$ cat src/rtl/instr_issue.sv
// Instruction issue stage: a DEPTH-entry FIFO feeding a register-bank pipe.
// Define ISSUE_HAZARD_CHK_EN to enable per-register busy tracking and RAW stalls.
module instr_issue #(
  parameter int DEPTH   = 4,
  parameter int HAZ_LAT = 3
) (
  input  logic                     clk1,
  input  logic                     rst_n,
  input  logic                     in_valid,
  output logic                     in_ready,
  input  logic [23:0]              in_instr,
  input  logic                     issue_en,
  output logic [3:0]               rs1,
  output logic [3:0]               rs2,
  output logic [3:0]               rd,
  output logic [3:0]               func,
  output logic [7:0]               addr,
  output logic                     issue_valid,
  output logic                     stall,
  output logic [$clog2(DEPTH):0]   fifo_count
);

  localparam int PW = $clog2(DEPTH);
  localparam int CW = PW + 1;

  if (DEPTH < 2 || DEPTH > 16 || (DEPTH & (DEPTH - 1)) != 0 || HAZ_LAT < 1) begin : g_param_err
    $error("instr_issue: unsupported DEPTH or HAZ_LAT");
  end

  logic [23:0]   mem_q [DEPTH];
  logic [PW-1:0] wr_ptr_q, rd_ptr_q;
  logic [CW-1:0] count_q, count_d;
  logic [23:0]   head;
  logic          not_empty;
  logic          hazard;
  logic          do_push;
  logic          do_pop;

  logic [3:0]    rs1_q, rs2_q, rd_q, func_q;
  logic [7:0]    addr_q;
  logic          issue_valid_q;

  assign head      = mem_q[rd_ptr_q];
  assign not_empty = (count_q != '0);
  assign in_ready  = (count_q < CW'(DEPTH));
  assign do_push   = in_valid && in_ready;
  assign do_pop    = not_empty && issue_en && !hazard;
  assign stall     = not_empty && issue_en && hazard;

`ifdef ISSUE_HAZARD_CHK_EN
  localparam int BW = $clog2(HAZ_LAT + 1);

  logic [BW-1:0] busy_q [16];

  assign hazard = (busy_q[head[19:16]] != '0) || (busy_q[head[15:12]] != '0);

  // A fresh issue to rd reloads its counter, taking priority over the decrement.
  always_ff @(posedge clk1 or negedge rst_n) begin
    if (!rst_n) begin
      for (int i = 0; i < 16; i++) busy_q[i] <= '0;
    end else begin
      for (int i = 0; i < 16; i++) begin
        if (do_pop && head[11:8] == 4'(i)) busy_q[i] <= BW'(HAZ_LAT);
        else if (busy_q[i] != '0)          busy_q[i] <= busy_q[i] - 1'b1;
      end
    end
  end
`else
  assign hazard = 1'b0;
`endif

  always_comb begin
    count_d = count_q;
    case ({do_push, do_pop})
      2'b10:   count_d = count_q + 1'b1;
      2'b01:   count_d = count_q - 1'b1;
      default: count_d = count_q;
    endcase
  end

  // Storage carries no reset: occupancy alone decides which entries are live.
  always_ff @(posedge clk1) begin
    if (do_push) mem_q[wr_ptr_q] <= in_instr;
  end

  always_ff @(posedge clk1 or negedge rst_n) begin
    if (!rst_n) begin
      wr_ptr_q      <= '0;
      rd_ptr_q      <= '0;
      count_q       <= '0;
      rs1_q         <= '0;
      rs2_q         <= '0;
      rd_q          <= '0;
      func_q        <= '0;
      addr_q        <= '0;
      issue_valid_q <= 1'b0;
    end else begin
      count_q       <= count_d;
      issue_valid_q <= do_pop;
      if (do_push) wr_ptr_q <= wr_ptr_q + PW'(1);
      if (do_pop) begin
        rd_ptr_q <= rd_ptr_q + PW'(1);
        func_q   <= head[23:20];
        rs1_q    <= head[19:16];
        rs2_q    <= head[15:12];
        rd_q     <= head[11:8];
        addr_q   <= head[7:0];
      end
    end
  end

  assign rs1         = rs1_q;
  assign rs2         = rs2_q;
  assign rd          = rd_q;
  assign func        = func_q;
  assign addr        = addr_q;
  assign issue_valid = issue_valid_q;
  assign fifo_count  = count_q;

endmodule

$ cat config.mk
export PLATFORM = sky130hd
export DESIGN_NAME = instr_issue
export DESIGN_NICKNAME = d
export VERILOG_FILES = /design/src/rtl/instr_issue.sv
export SDC_FILE = /design/constraint.sdc
export NUM_CORES = 1
export LEC_CHECK = 0
export CORE_MARGIN = 2
export CORE_UTILIZATION = 35
export DETAILED_ROUTE_END_ITERATION = 6
export MAX_ROUTING_LAYER = met4
export PLACE_DENSITY = 0.58
export SLEW_MARGIN = 20
export SYNTH_ARGS = -nofsm -noshare
export SYNTH_HDL_FRONTEND = slang
export SYNTH_SLANG_ARGS = --single-unit
$ cat constraint.sdc
create_clock -name clk1 -period 1.8 [get_ports clk1]
set_input_delay 0.54 -clock clk1 [delete_from_list [all_inputs] [get_ports clk1]]
set_output_delay 0.54 -clock clk1 [all_outputs]
set_load 0.05 [all_outputs]
== Word-level counts from Yosys, hierarchy flattened ==
Memories as Yosys holds them, arrays and structs flattened. A register that Yosys moved wholly into a read port is not among the register bits.
Index checks and enable logic that the tools add are counted.
Operators by class
  add/subtract/negate cells: 4
  magnitude comparators: 1
  equality and inequality tests: 2
  mux-type cells: 3
  reduce and logical (&&, ||, !) cells: 5
Operators by type and width (number)
  $pmux W3 S2: 1
  $add A2 B1 Y2 const B: 2
  $add A3 B1 Y3 const B: 1
  $lt A3 B3 Y1 const B: 1
  $reduce_bool A3 Y1: 1
  $sub A3 B1 Y3 const B: 1
  $eq A2 B1 Y1 const B: 1
  $eq A2 B2 Y1 const B: 1
  $logic_and A1 B1 Y1: 2
  $mux W1: 2
  $reduce_bool A2 Y1: 1
  $logic_not A1 Y1: 1
Word-level totals
  flip-flop bits (word level): 8
  bits in writable memories: 96
  input port bits: 28
  logic and storage cells: 20
  memories: 1
Memories
  mem_q: depth 4, bits a word 24, rd ports 1, clocked after memory_dff 1, wr ports 1, RTL line 30  | logic [23:0] mem_q [DEPTH];

== Longest topological paths before layout ==
Gate-level depths: netlist of the first run.
  depth after elaboration: 4
  mapped depth: 9
  depth with buffers taken out: 8

== Worst setup path after synthesis of the first run ==
No wires, ideal clock.
  path kind: register -> register
  start point: reg count_q[0], in the netlist fifo_count[0]
  end point: reg count_q[2], in the netlist fifo_count[2]
  setup time: 139 ps
  arrival: 2093 ps
  required time: 1661 ps
  path slack: -432 ps
  stages on the path, launching flop included: 10
  path through: dfrtp_1 -> o31ai_4 -> inv_2 -> buf_2 -> ha_1 -> inv_1 -> fa_1 -> xor2_1 -> nor2_1 -> xnor2_1
On the way
  word-level cells in the longest chain between the ends: 4
  elaborated cells on any way between the ends: 10
  those cells by class: add/sub (2); order compare (1); eq/ne (2); mux (1); reduce/logical (4)
RTL lines
  from (decl): RTL line 32  | logic [CW-1:0] count_q, count_d;
  from (signal assigned): RTL line 98  | count_q <= count_d;
  $reduce_bool A3 Y1 (*): RTL line 44  | assign not_empty = (count_q != '0);
  $logic_and A1 B1 Y1 (*)
  named net do_pop: RTL line 37  | logic do_pop;
  $eq A2 B1 Y1 / $eq A2 B2 Y1 (equally long branches): RTL line 74  | case ({do_push, do_pop})
  $pmux W3 S2 / $reduce_bool A2 Y1 (equally long branches)
The timed path passes the listed nets; every way through them passes the cells marked *.
A chain may end at the register's enable or synchronous reset.

== Worst setup path after layout of the first run ==
  start point: in in_valid
  end point: reg count_q[2], in the netlist fifo_count[2]
On the way
  word-level cells in the longest chain between the ends: 3
  elaborated cells on any way between the ends: 5
  those cells by class: eq/ne (2); mux (1); reduce/logical (2)
RTL lines
  from (decl): RTL line 9  | input logic in_valid,
  $logic_and A1 B1 Y1 (*): RTL line 46  | assign do_push = in_valid && in_ready;
  $eq A2 B1 Y1 / $eq A2 B2 Y1 (equally long branches): RTL line 74
  $pmux W3 S2 / $reduce_bool A2 Y1 (equally long branches)
Every way passes the cells marked *; elsewhere a longest branch is shown, timed or not.

==> results of run 1 <==
==> synth_stat cells <==
cell,count,area (um^2)
edfxtp_1,96,2880
nand2_1,74,278
dfrtp_1,32,801
mux4_2,18,405
buf_2,7,35.0
inv_1,7,26.3
mux4_1,6,158
ha_1,5,62.6
xnor2_1,5,43.8
and2_1,4,25.0
buf_12,2,40.0
buf_4,1,7.51
buf_6,1,11.3
clkbuf_1,1,3.75
conb_1,1,3.75
fa_1,1,20.0
inv_2,1,3.75
mux2i_1,1,10.0
nor2_1,1,3.75
nor2b_1,1,6.26
o21ai_0,1,5.00
o31ai_4,1,21.3
xor2_1,1,8.76
==> power by group <==
| part | internal, mW | switching (mW) |
|---|---|---|
| clock network | 2.17 | 1.24 |
| registers | 3.88 | 0.428 |
| logic | 2.04 | 2.35 |
| total | 8.08 | 4.01 |
==> per-layer routing <==
| metal | track usage | share of wire | vias to the layer above |
|---|---|---|---|
| li1 | - | - | 1153 |
| met1 | 0.170 | 0.43 | 1275 |
| met2 | 0.222 | 0.51 | 52 |
| met3 | 0.0384 | 0.043 | 6 |
| met4 | 0.0589 | 0.012 | 0 |
| met5 | - | 0 | - |
==> registers in the layout, indices dropped and copies added, names as in the netlist <==
register     cells
mem_q           96
addr             8
func             4
rd               4
rs1              4
rs2              4
fifo_count       3
rd_ptr_q         2
wr_ptr_q         2
issue_valid      1
==> area by class of cell <==
class                   count  area, um^2  share of cell area
inverters                   8        30.0             0.00456
multi-input cells         120        1080               0.164
clock buffers              17         425              0.0646
clock inverters            15         168              0.0255
flip-flops and latches    128        3690               0.560
repair buffers             78         972               0.148
well taps                 180         225              0.0342
==> critical path, delay by kind of cell <==
family        cells  cell delay (ns)
xor+xnor          2             0.28
fa+ha+maj         2             0.48
buf+inv           3             0.51
simple gates      2             0.25
==> cell families after synthesis <==
family | count (synthesis)
xor gates and xnor gates | 6
buffers and inverters | 20
and+or+nand+nor | 80
AOI/OAI and AO/OA | 2
DFF | 128
adders and majority gates | 6
other | 1
muxes | 25
==> repair_timing <==
| action | CTS | global route |
|---|---|---|
| resized for setup | 1 | 3 |
| endpoints found under the setup margin | 1 | 1 |
| buffers inserted | 0 | 0 |
| pin swaps | 3 | 3 |
| hold buffers | 0 | 0 |
==> cell usage in the layout (no fill, tap or decap), types with 3 or more instances in the layout <==
master and count:
mux4_2 18, dfrtp_2 4, and2_2 4, bufinv_16 3, clkinv_1 3, clkdlybuf4s50_1 25
xnor2_1 5, ha_1 4, buf_12 26, edfxtp_1 96, inv_2 3, clkbuf_16 17
buf_4 25, clkinvlp_4 4, nand2_1 74, mux4_1 6, dfrtp_1 28, inv_1 5
==> final timing paths <==
path | to | slack (ns) | cells after the start
max | fifo_count[2] | 0.07 | 9
min | rs2[3] | 0.05 | 1
max reg2reg | fifo_count[2] | 0.13 | 8
min reg2reg | addr[3] | 0.47 | 2
max in group asynchronous | rd_ptr_q[0] | 1.30 | 2
min in group clk1 | addr[3] | 0.47 | 2
==> impl_results.md, run 1 <==
* Via count at 2,486
* Critical path, cell by cell: clkdlybuf4s50_1, nor2b_4, inv_2, ha_4, inv_2, fa_2, xor2_1, nor2_1, xnor2_1
* Die Y at 122 um
* Largest net degree at the start of global routing at 27
* Worst Hold Class: in -> async
* GRT overflow at 0
* Final nets at 387
* Utilization after layout at 0.480
* Final Instance Area at 6590 um^2
* Leak at 2.53 nW
* Area grow syn2layout at 35.5%
* CP max FO at 2
* Layout Cells excl Fill at 546
* Synth Instances at between 200 and 300
* CP max-delay cell: clkdlybuf4s50_1
* Placed cell count at 514
* First-pass GRT wire length at 14,600 um
* Final min period at 1.73 ns
* Pre-CTS setup slack at -0.433 ns
* Layout cells sized above 1 at 0.311
* Seq/Total Area, Yosys at 0.758
* CTS clock-pin slew for the worst setup and hold paths at 0.06 ns
* Initial antenna violation count at 0
* DR vias/cell at 4.55
* Core footprint at between 10,000 and 15,000 um^2
* Drt drc at 0
* Crit path DAT at 2.05 ns
* Post-DP HPWL at 5940 um
* Post-DP Area at 5990 um^2
* Synth Area in Compound Gates at 0.00540
* Die footprint at 14,900 um^2
* Final WL at about 9000 um
* F_max at 578 MHz
* # diodes at 0
* Largest family of logic cells by synthesized area: multiplexers
* Fillers at approximately 1,200
* Setup crit end kind: register
* Max-cap violations at 0
* Fin worst setup slack at 0.0698 ns
* Die Width at around 120 um
* 1st-iter DRT viols at 139
* Syn_area_per_cell at 18.1 um^2
* Fin crit share at 0.961
* Clock skew at 0.00697 ns
* Post-synthesis net count at 302
* VDD IR max at 0.000743 V
* # rows at 43
* Type of origin of the critical path: input port
* Worst EP required at 2.12 ns
* Vias in the first global route at 2,733
* CTS tree: done
* Worst hold slack at 0.0495 ns
* I/O pins at 58
* Syn. warnings at 0
* Pwr Total at 12.1 mW
* Initial Util at 0.354
* Status: finished, final reports clean
* Critical path type: in -> reg
* CTS root buf: clkbuf_16
* Post-Syn Area at around 4900 um^2
* # clock sinks at 128
* Setup TNS at 0 ns
* Insertion delay to the later sink of the worst-skew pair at 0.40 ns
* Final hold vios at 0
* Placer Congestion at 0.737
* Clock Path Buffers at 2
* Netlist cell types at 23
* XOR/XNOR Fraction of Synth Area at 0.0108
* Critical path startpoint: in_valid
* H-tree depth at 4
* Simple-gate share of the synthesized area at 0.0643
* Adder-Cell Fraction of Synth Area at 0.0170
* CTS buffer count at 17
* Cell repeated most along the worst path: inv_2
* FF-to-FF Start: fifo_count[2]
* Number of synthesized register bits at 128
* Wire length per cell at approximately 17 um
* Mux contribution to synthesized area at 0.118
* Unrepaired setup endpoints after global routing: false
* Max incr delay on CP at approximately 0.40 ns
* Max Transition Viols Final at 0
* Initial DRT Pass Iterations at 4
* Final-report setup violation count at 0
* PortBufs at 56
* DRT antenna net count at 0
* GRT Total Usage at 0.140
* Pwr/cell area at between 1500 and 2000 nW/um^2
No activity file was read; power rests on OpenSTA's default activity.
==> run 2: changes to the inputs <==
--- a/config.mk
+++ b/config.mk
@@ -6,10 +6,10 @@
 export NUM_CORES = 1
 export LEC_CHECK = 0
 export CORE_MARGIN = 2
-export CORE_UTILIZATION = 35
+export CORE_UTILIZATION = 28
 export DETAILED_ROUTE_END_ITERATION = 6
 export MAX_ROUTING_LAYER = met4
-export PLACE_DENSITY = 0.58
+export PLACE_DENSITY = 0.49
 export SLEW_MARGIN = 20
 export SYNTH_ARGS = -nofsm -noshare
 export SYNTH_HDL_FRONTEND = slang
==> run 2 against run 1 <==
Against the previous run:
- sequential share of layout area fell by 1.2 points
- combinational power rose by 5.9%
- final cell count rose by 7.9%
- final area rose by 2.3%
- global-route usage fell by 2.1 points
- clock power fell by 4%
- fmax fell by 0.19%
- critical path type is now reg -> out
- largest cell class unchanged
- worst hold slack improved by 0.022 ns
- sequential power barely moved
==> impl_results.md, run 2 (synthesis results as in run 1) <==
* Max-cap violations at 0 (unchanged)
* CP max-delay cell: dfrtp_2
* Layout cells sized above 1 at 0.306 (-0.00569)
* # clock sinks at 128 (unchanged)
* Clock Path Buffers at 2 (unchanged)
* Utilization after layout at 0.394 (-0.0865)
* PortBufs at 56 (unchanged)
* VDD IR max at 0.000962 V (+29%)
* Area grow syn2layout at 38.6%
* GRT overflow at 0 (unchanged)
* Critical path buffers and inverters at 2 (-1)
* Commonest non-fill, non-tap cell in the layout: edfxtp_1
* # rows at 48 (+12%)
* 1st-iter DRT viols at 137 (-1.4%)
* Final hold vios at 0 (unchanged)
* CTS Hold Bufs at 0 (unchanged)
* Fin crit share at 0.963 (+0.00181)
* Final nets at 384 (-0.78%)
* Worst EP required at 1.26 ns (-0.86 ns)
* F_max at 577 MHz (-0.19%)
* FF-to-FF Start: fifo_count[2]
* Die Y at 136 um (+11%)
* Vias in the first global route at 2,690 (-1.6%)
* DR vias/cell at 4.16 (-8.7%)
* Largest net degree at the start of global routing at 27 (unchanged)
* Fillers at 1,598 (+36%)
* FF-to-FF End: fifo_count[2]
* Reg2Reg Depth at 8 (unchanged)
* Die footprint at 18,400 um^2 (+24%)
* Worst Hold Class: in -> async
* Drt drc at 0 (unchanged)
* CTS tree: done
* Initial antenna violation count at 1 (+1)
* Clock skew at 0.00664 ns (-0.000338 ns)
* H-tree depth at 4 (unchanged)
* Post-DP HPWL at 6190 um (+4.1%)
* Max FFs per register at 96 (unchanged)
* CTS-repair resized insts at 0 (-1)
* Wire length per cell at 16.2 um (-3.0%)
* Critical path, cell by cell: inv_1, buf_12
* Flop-to-flop setup slack at 0.10 ns (-0.03 ns)
* Pwr/cell area at 1820 nW/um^2 (-0.85%)
* First-pass GRT wire length at 15,100 um (+3.8%)
* I/O pins at 58 (unchanged)
* Final min period at 1.73 ns (+0.00325 ns)
* Delay-heaviest family, CP: flip-flops
* Leak at 2.56 nW (+1.5%)
* GRT Total Usage at 0.119 (-0.0207)
* Type of origin of the critical path: register
* DRT antenna net count at 0 (unchanged)
* Final-report setup violation count at 0 (unchanged)
* CTS buffer count at 17 (unchanged)
* Status: finished, final reports clean
* Max Transition Viols Final at 0 (unchanged)
* Placer Congestion at 0.697 (-5.4%)
* Setup crit end kind: primary output
* Initial DRT Pass Iterations at 4 (unchanged)
* Max incr delay on CP at 0.47 ns (+0.07 ns)
* Pwr Total at 12.3 mW (+1.4%)
* Most frequent cells in the layout: 96 x edfxtp_1, 74 x nand2_1, 36 x buf_12
* Largest register by flop count: mem_q
* CTS root buf: clkbuf_16
* Postcts setup bufs at 0 (unchanged)
* Critical path type: reg -> out
* Insertion delay to the later sink of the worst-skew pair at 0.41 ns (about the same)
* Crit path DAT at 1.19 ns (-0.86 ns)
* Die Width at 136 um (+11%)
* Core footprint at 17,100 um^2 (+25%)
* CP max FO at 4 (+2)
* Via count at 2,448 (-1.5%)
* CTS clock-pin slew for the worst setup and hold paths at 0.06 ns (about the same)
* Initial Util at 0.284 (-0.0703)
* Final WL at 9530 um (+4.6%)
run 2: cell types whose count changed in the layout (fill, tap and decap cells not counted), moves of 2 or more:
cell,delta
clkbuf_8,+2
clkbuf_1,+3
clkinv_2,+2
dlymetal6s2s_1,+2
buf_12,+10
inv_6,-2
clkinv_1,-3
buf_4,-13
run 2: area by class of cell:
type | count | area [um^2] | share of cell area
diodes | 1 | 2.50 | 0.000371
clock buffers | 22 | 464 | 0.0689
clock inverters | 10 | 111 | 0.0165
inverters | 8 | 30.0 | 0.00446
multi-input cells | 120 | 1080 | 0.160
flip-flops and latches | 128 | 3690 | 0.547
well taps | 225 | 282 | 0.0418
repair buffers | 75 | 1080 | 0.160
run 2: worst max path at each step:
| stage | startpoint | to | slack (ns) | depth (start not counted) |
|---|---|---|---|---|
| floorplan | fifo_count[2] | fifo_count[2] | -0.22 | 9 |
| global placement | in_valid | fifo_count[2] | -0.40 | 9 |
| detailed placement | in_valid | fifo_count[2] | -0.43 | 9 |
| CTS | issue_en | fifo_count[2] | 0.01 | 9 |
| global route | fifo_count[2] | fifo_count[2] | -0.005 | 8 |
| finish | fifo_count[2] | in_ready | 0.07 | 2 |
run 2: worst reg2reg max path, stage by stage (launching register included):
cell     delay [ns]
dfrtp_2        0.47
o31ai_4        0.29
inv_2          0.08
ha_4           0.16
inv_2          0.05
fa_2           0.19
xor2_1         0.13
nor2_1         0.07
xnor2_1        0.17
run 2: through the flow:
stage	hold slack, ns	TNS, ns	setup slack, ns	cell area, um^2	cells
3_3_place_gp	0.468	-25.72	-0.397	6150	556
4_1_cts	0.0755	0	0.0144	6720	588
6_report	0.0712	0	0.0666	6740	589
3_5_place_dp	0.477	-25.68	-0.425	6150	556
2_1_floorplan	0.244	-0.427	-0.216	4890	268
5_1_grt	0.0858	-0.00480	-0.00480	6740	589
run 2: where the power goes:
part / switching [mW] / internal, mW / leakage [nW]
registers: 0.452 / 3.88 / 1.26
logic: 2.39 / 2.27 / 1.03
clock network: 1.18 / 2.10 / 0.276
total: 4.02 / 8.25 / 2.56
run 2: per-layer routing:
| metal | track usage | part of all wire | vias to the layer above |
|---|---|---|---|
| li1 | - | - | 1151 |
| met1 | 0.147 | 0.45 | 1227 |
| met2 | 0.178 | 0.48 | 56 |
| met3 | 0.0382 | 0.052 | 14 |
| met4 | 0.0573 | 0.018 | 0 |
| met5 | - | 0 | - |
==> run 3: changes to the inputs <==
--- a/config.mk
+++ b/config.mk
@@ -5,7 +5,6 @@
 export SDC_FILE = /design/constraint.sdc
 export NUM_CORES = 1
 export LEC_CHECK = 0
-export CORE_MARGIN = 2
 export CORE_UTILIZATION = 28
 export DETAILED_ROUTE_END_ITERATION = 6
 export MAX_ROUTING_LAYER = met4
==> run 3 against run 2 <==
Against the previous run:
- combinational power decreased by 3%
- largest cell class unchanged
- critical endpoint is now fifo_count[2]
- routed wire length decreased by 1.8%
- clock skew increased by 0.00058 ns
- sequential share of layout area increased by 0.99 points
==> impl_results.md, run 3 (synthesis results as in run 1) <==
* Setup TNS at 0 ns (unchanged)
* # clock sinks at 128 (unchanged)
* PortBufs at 56 (unchanged)
* DR vias/cell at 4.20 (+1.1%)
* # rows at 47 (-2.1%)
* Final min period at 1.71 ns (-0.0191 ns)
* Fin crit share at 0.952 (-0.0106)
* Fin worst setup slack at 0.0857 ns (+0.0191 ns)
* Cell repeated most along the worst path: inv_2
* Pwr Total at 11.9 mW (-3.1%)
* CTS tree: done
* Max-cap violations at 0 (unchanged)
* Initial Util at 0.290 (+0.00604)
* GRT Total Usage at 0.122 (+0.00238)
* DRT antenna net count at 0 (unchanged)
* Type of origin of the critical path: input port
* Pwr/cell area at 1800 nW/um^2 (-1.3%)
* Unrepaired setup endpoints after global routing: false
* Insertion delay to the later sink of the worst-skew pair at 0.42 ns (about the same)
* Vias in the first global route at 2,772 (+3.0%)
* Placed cell count at 552 (-0.72%)
* # diodes at 0 (-1)
* Pre-CTS setup slack at -0.418 ns (+0.00779 ns)
* Post-DP HPWL at 6200 um (+0.25%)
* Layout Cells excl Fill at 588 (-0.17%)
* Initial DRT Pass Iterations at 4 (unchanged)
* I/O pins at 58 (unchanged)
* Area grow syn2layout at 36.1%
* Wire length per cell at 15.9 um (-1.6%)
* Final-report setup violation count at 0 (unchanged)
* Largest net degree at the start of global routing at 27 (unchanged)
* Area of the multi-input gates at 1080 um^2 (unchanged)
* CP max FO at 2 (-2)
* Die Y at 134 um (-1.5%)
* Delay-heaviest family, CP: buffers and inverters
* Clock skew at 0.00721 ns (+0.000578 ns)
* CP max-delay cell: clkdlybuf4s50_1
* H-tree depth at 4 (unchanged)
* Max FFs per register at 96 (unchanged)
* Die Width at 134 um (-1.5%)
* Via count at 2,470 (+0.90%)
* Final nets at 389 (+1.3%)
* Drt drc at 0 (unchanged)
* Worst hold slack at 0.0768 ns (+0.00563 ns)
* CTS root buf: clkbuf_16
* Largest register by flop count: mem_q
* Post-DP Area at 6040 um^2 (-1.8%)
* Most frequent cells in the layout: 96 x edfxtp_1, 74 x nand2_1, 28 x dfrtp_1
* Max incr delay on CP at 0.40 ns (-0.07 ns)
* FF+latch area at 3690 um^2 (unchanged)
* CTS buffer count at 17 (unchanged)
* Max Transition Viols Final at 0 (unchanged)
* Placer Congestion at 0.708 (+1.5%)
* Setup crit end kind: register
* Final WL at 9360 um (-1.8%)
* First-pass GRT wire length at 15,100 um (unchanged)
* Final Instance Area at 6620 um^2 (-1.8%)
* VDD IR max at 0.000880 V (-8.5%)
* Leak at 2.52 nW (-1.8%)
* Commonest non-fill, non-tap cell in the layout: edfxtp_1
* Clock Path Buffers at 2 (unchanged)
* Critical path buffers and inverters at 3 (+1)
* GRT overflow at 0 (unchanged)
* Critical path type: in -> reg
* Critical path, cell by cell: clkdlybuf4s50_1, nor2b_4, inv_2, ha_4, inv_2, fa_2, xor2_1, nor2_1, xnor2_1
* Final hold vios at 0 (unchanged)
* F_max at 583 MHz (+1.1%)
* Initial antenna violation count at 0 (-1)
* Utilization after layout at 0.395 (+0.00121)
* Worst Hold Class: in -> async
* 1st-iter DRT viols at 158 (+15%)
* Layout cells sized above 1 at 0.313 (+0.00671)
* Crit path DAT at 2.05 ns (+0.86 ns)
* Status: finished, final reports clean
* Core footprint at 16,800 um^2 (-2.1%)
* Worst EP required at 2.13 ns (+0.87 ns)
* Fillers at 1,534 (-4.0%)
* Die footprint at 17,900 um^2 (-2.9%)
* CTS clock-pin slew for the worst setup and hold paths at 0.05 ns (about the same)
run 3: cell count changes in the layout (fill, tap and decap cells not counted):
| cell | change |
|---|---|
| bufinv_16 | -1 |
| diode_2 | -1 |
| buf_4 | +14 |
| clkinvlp_4 | +2 |
| clkbuf_8 | -1 |
| dlymetal6s2s_1 | -1 |
| clkinv_1 | +2 |
| buf_12 | -9 |
| clkbuf_1 | -1 |
| clkinv_4 | -1 |
| clkdlybuf4s50_1 | +1 |
run 3: final timing paths:
check / startpoint / to / slack [ns] / cells after the start
min in group clk1: addr[7] / addr[7] / 0.47 / 2
setup / recovery: in_valid / fifo_count[2] / 0.09 / 9
setup reg to reg: fifo_count[2] / fifo_count[2] / 0.16 / 8
max in group asynchronous: rst_n / rs2[0] / 1.21 / 2
hold / removal: rst_n / rs1[3] / 0.08 / 1
hold reg to reg: addr[7] / addr[7] / 0.47 / 2
run 3: repair_timing:
action,in CTS,in global routing
endpoints found under the setup margin,0,2
gates resized for setup,0,4
hold buffers,0,0
buffers inserted,0,4
run 3: per-layer routing:
layer / part of all wire / routed length [um] / vias up / track usage
met2: 0.50 / 4700 / 48 / 0.193
met1: 0.44 / 4120 / 1246 / 0.144
met3: 0.035 / 331 / 17 / 0.0340
li1: - / - / 1159 / -
met4: 0.022 / 205 / 0 / 0.0568
met5: 0 / 0 / - / -
run 3: worst reg2reg max path: stages, from the launching register on:
cell	delay [ns]
dfrtp_2	0.43
o31ai_4	0.27
inv_2	0.08
ha_4	0.17
inv_2	0.05
fa_2	0.19
xor2_1	0.14
nor2_1	0.07
xnor2_1	0.12
run 3: where the power goes:
group	switching (mW)	total [mW]	internal (mW)
Sequential	0.408	4.29	3.88
Combinational	2.39	4.51	2.11
Clock	1.19	3.10	1.91
Total	3.99	11.9	7.90
run 3: layout make-up:
class,instances,area share
multi-input cells,120,0.163
well taps,220,0.0416
inverters,8,0.00454
clock inverters,12,0.0144
flip-flops and latches,128,0.557
clock buffers,20,0.0675
repair buffers,80,0.152
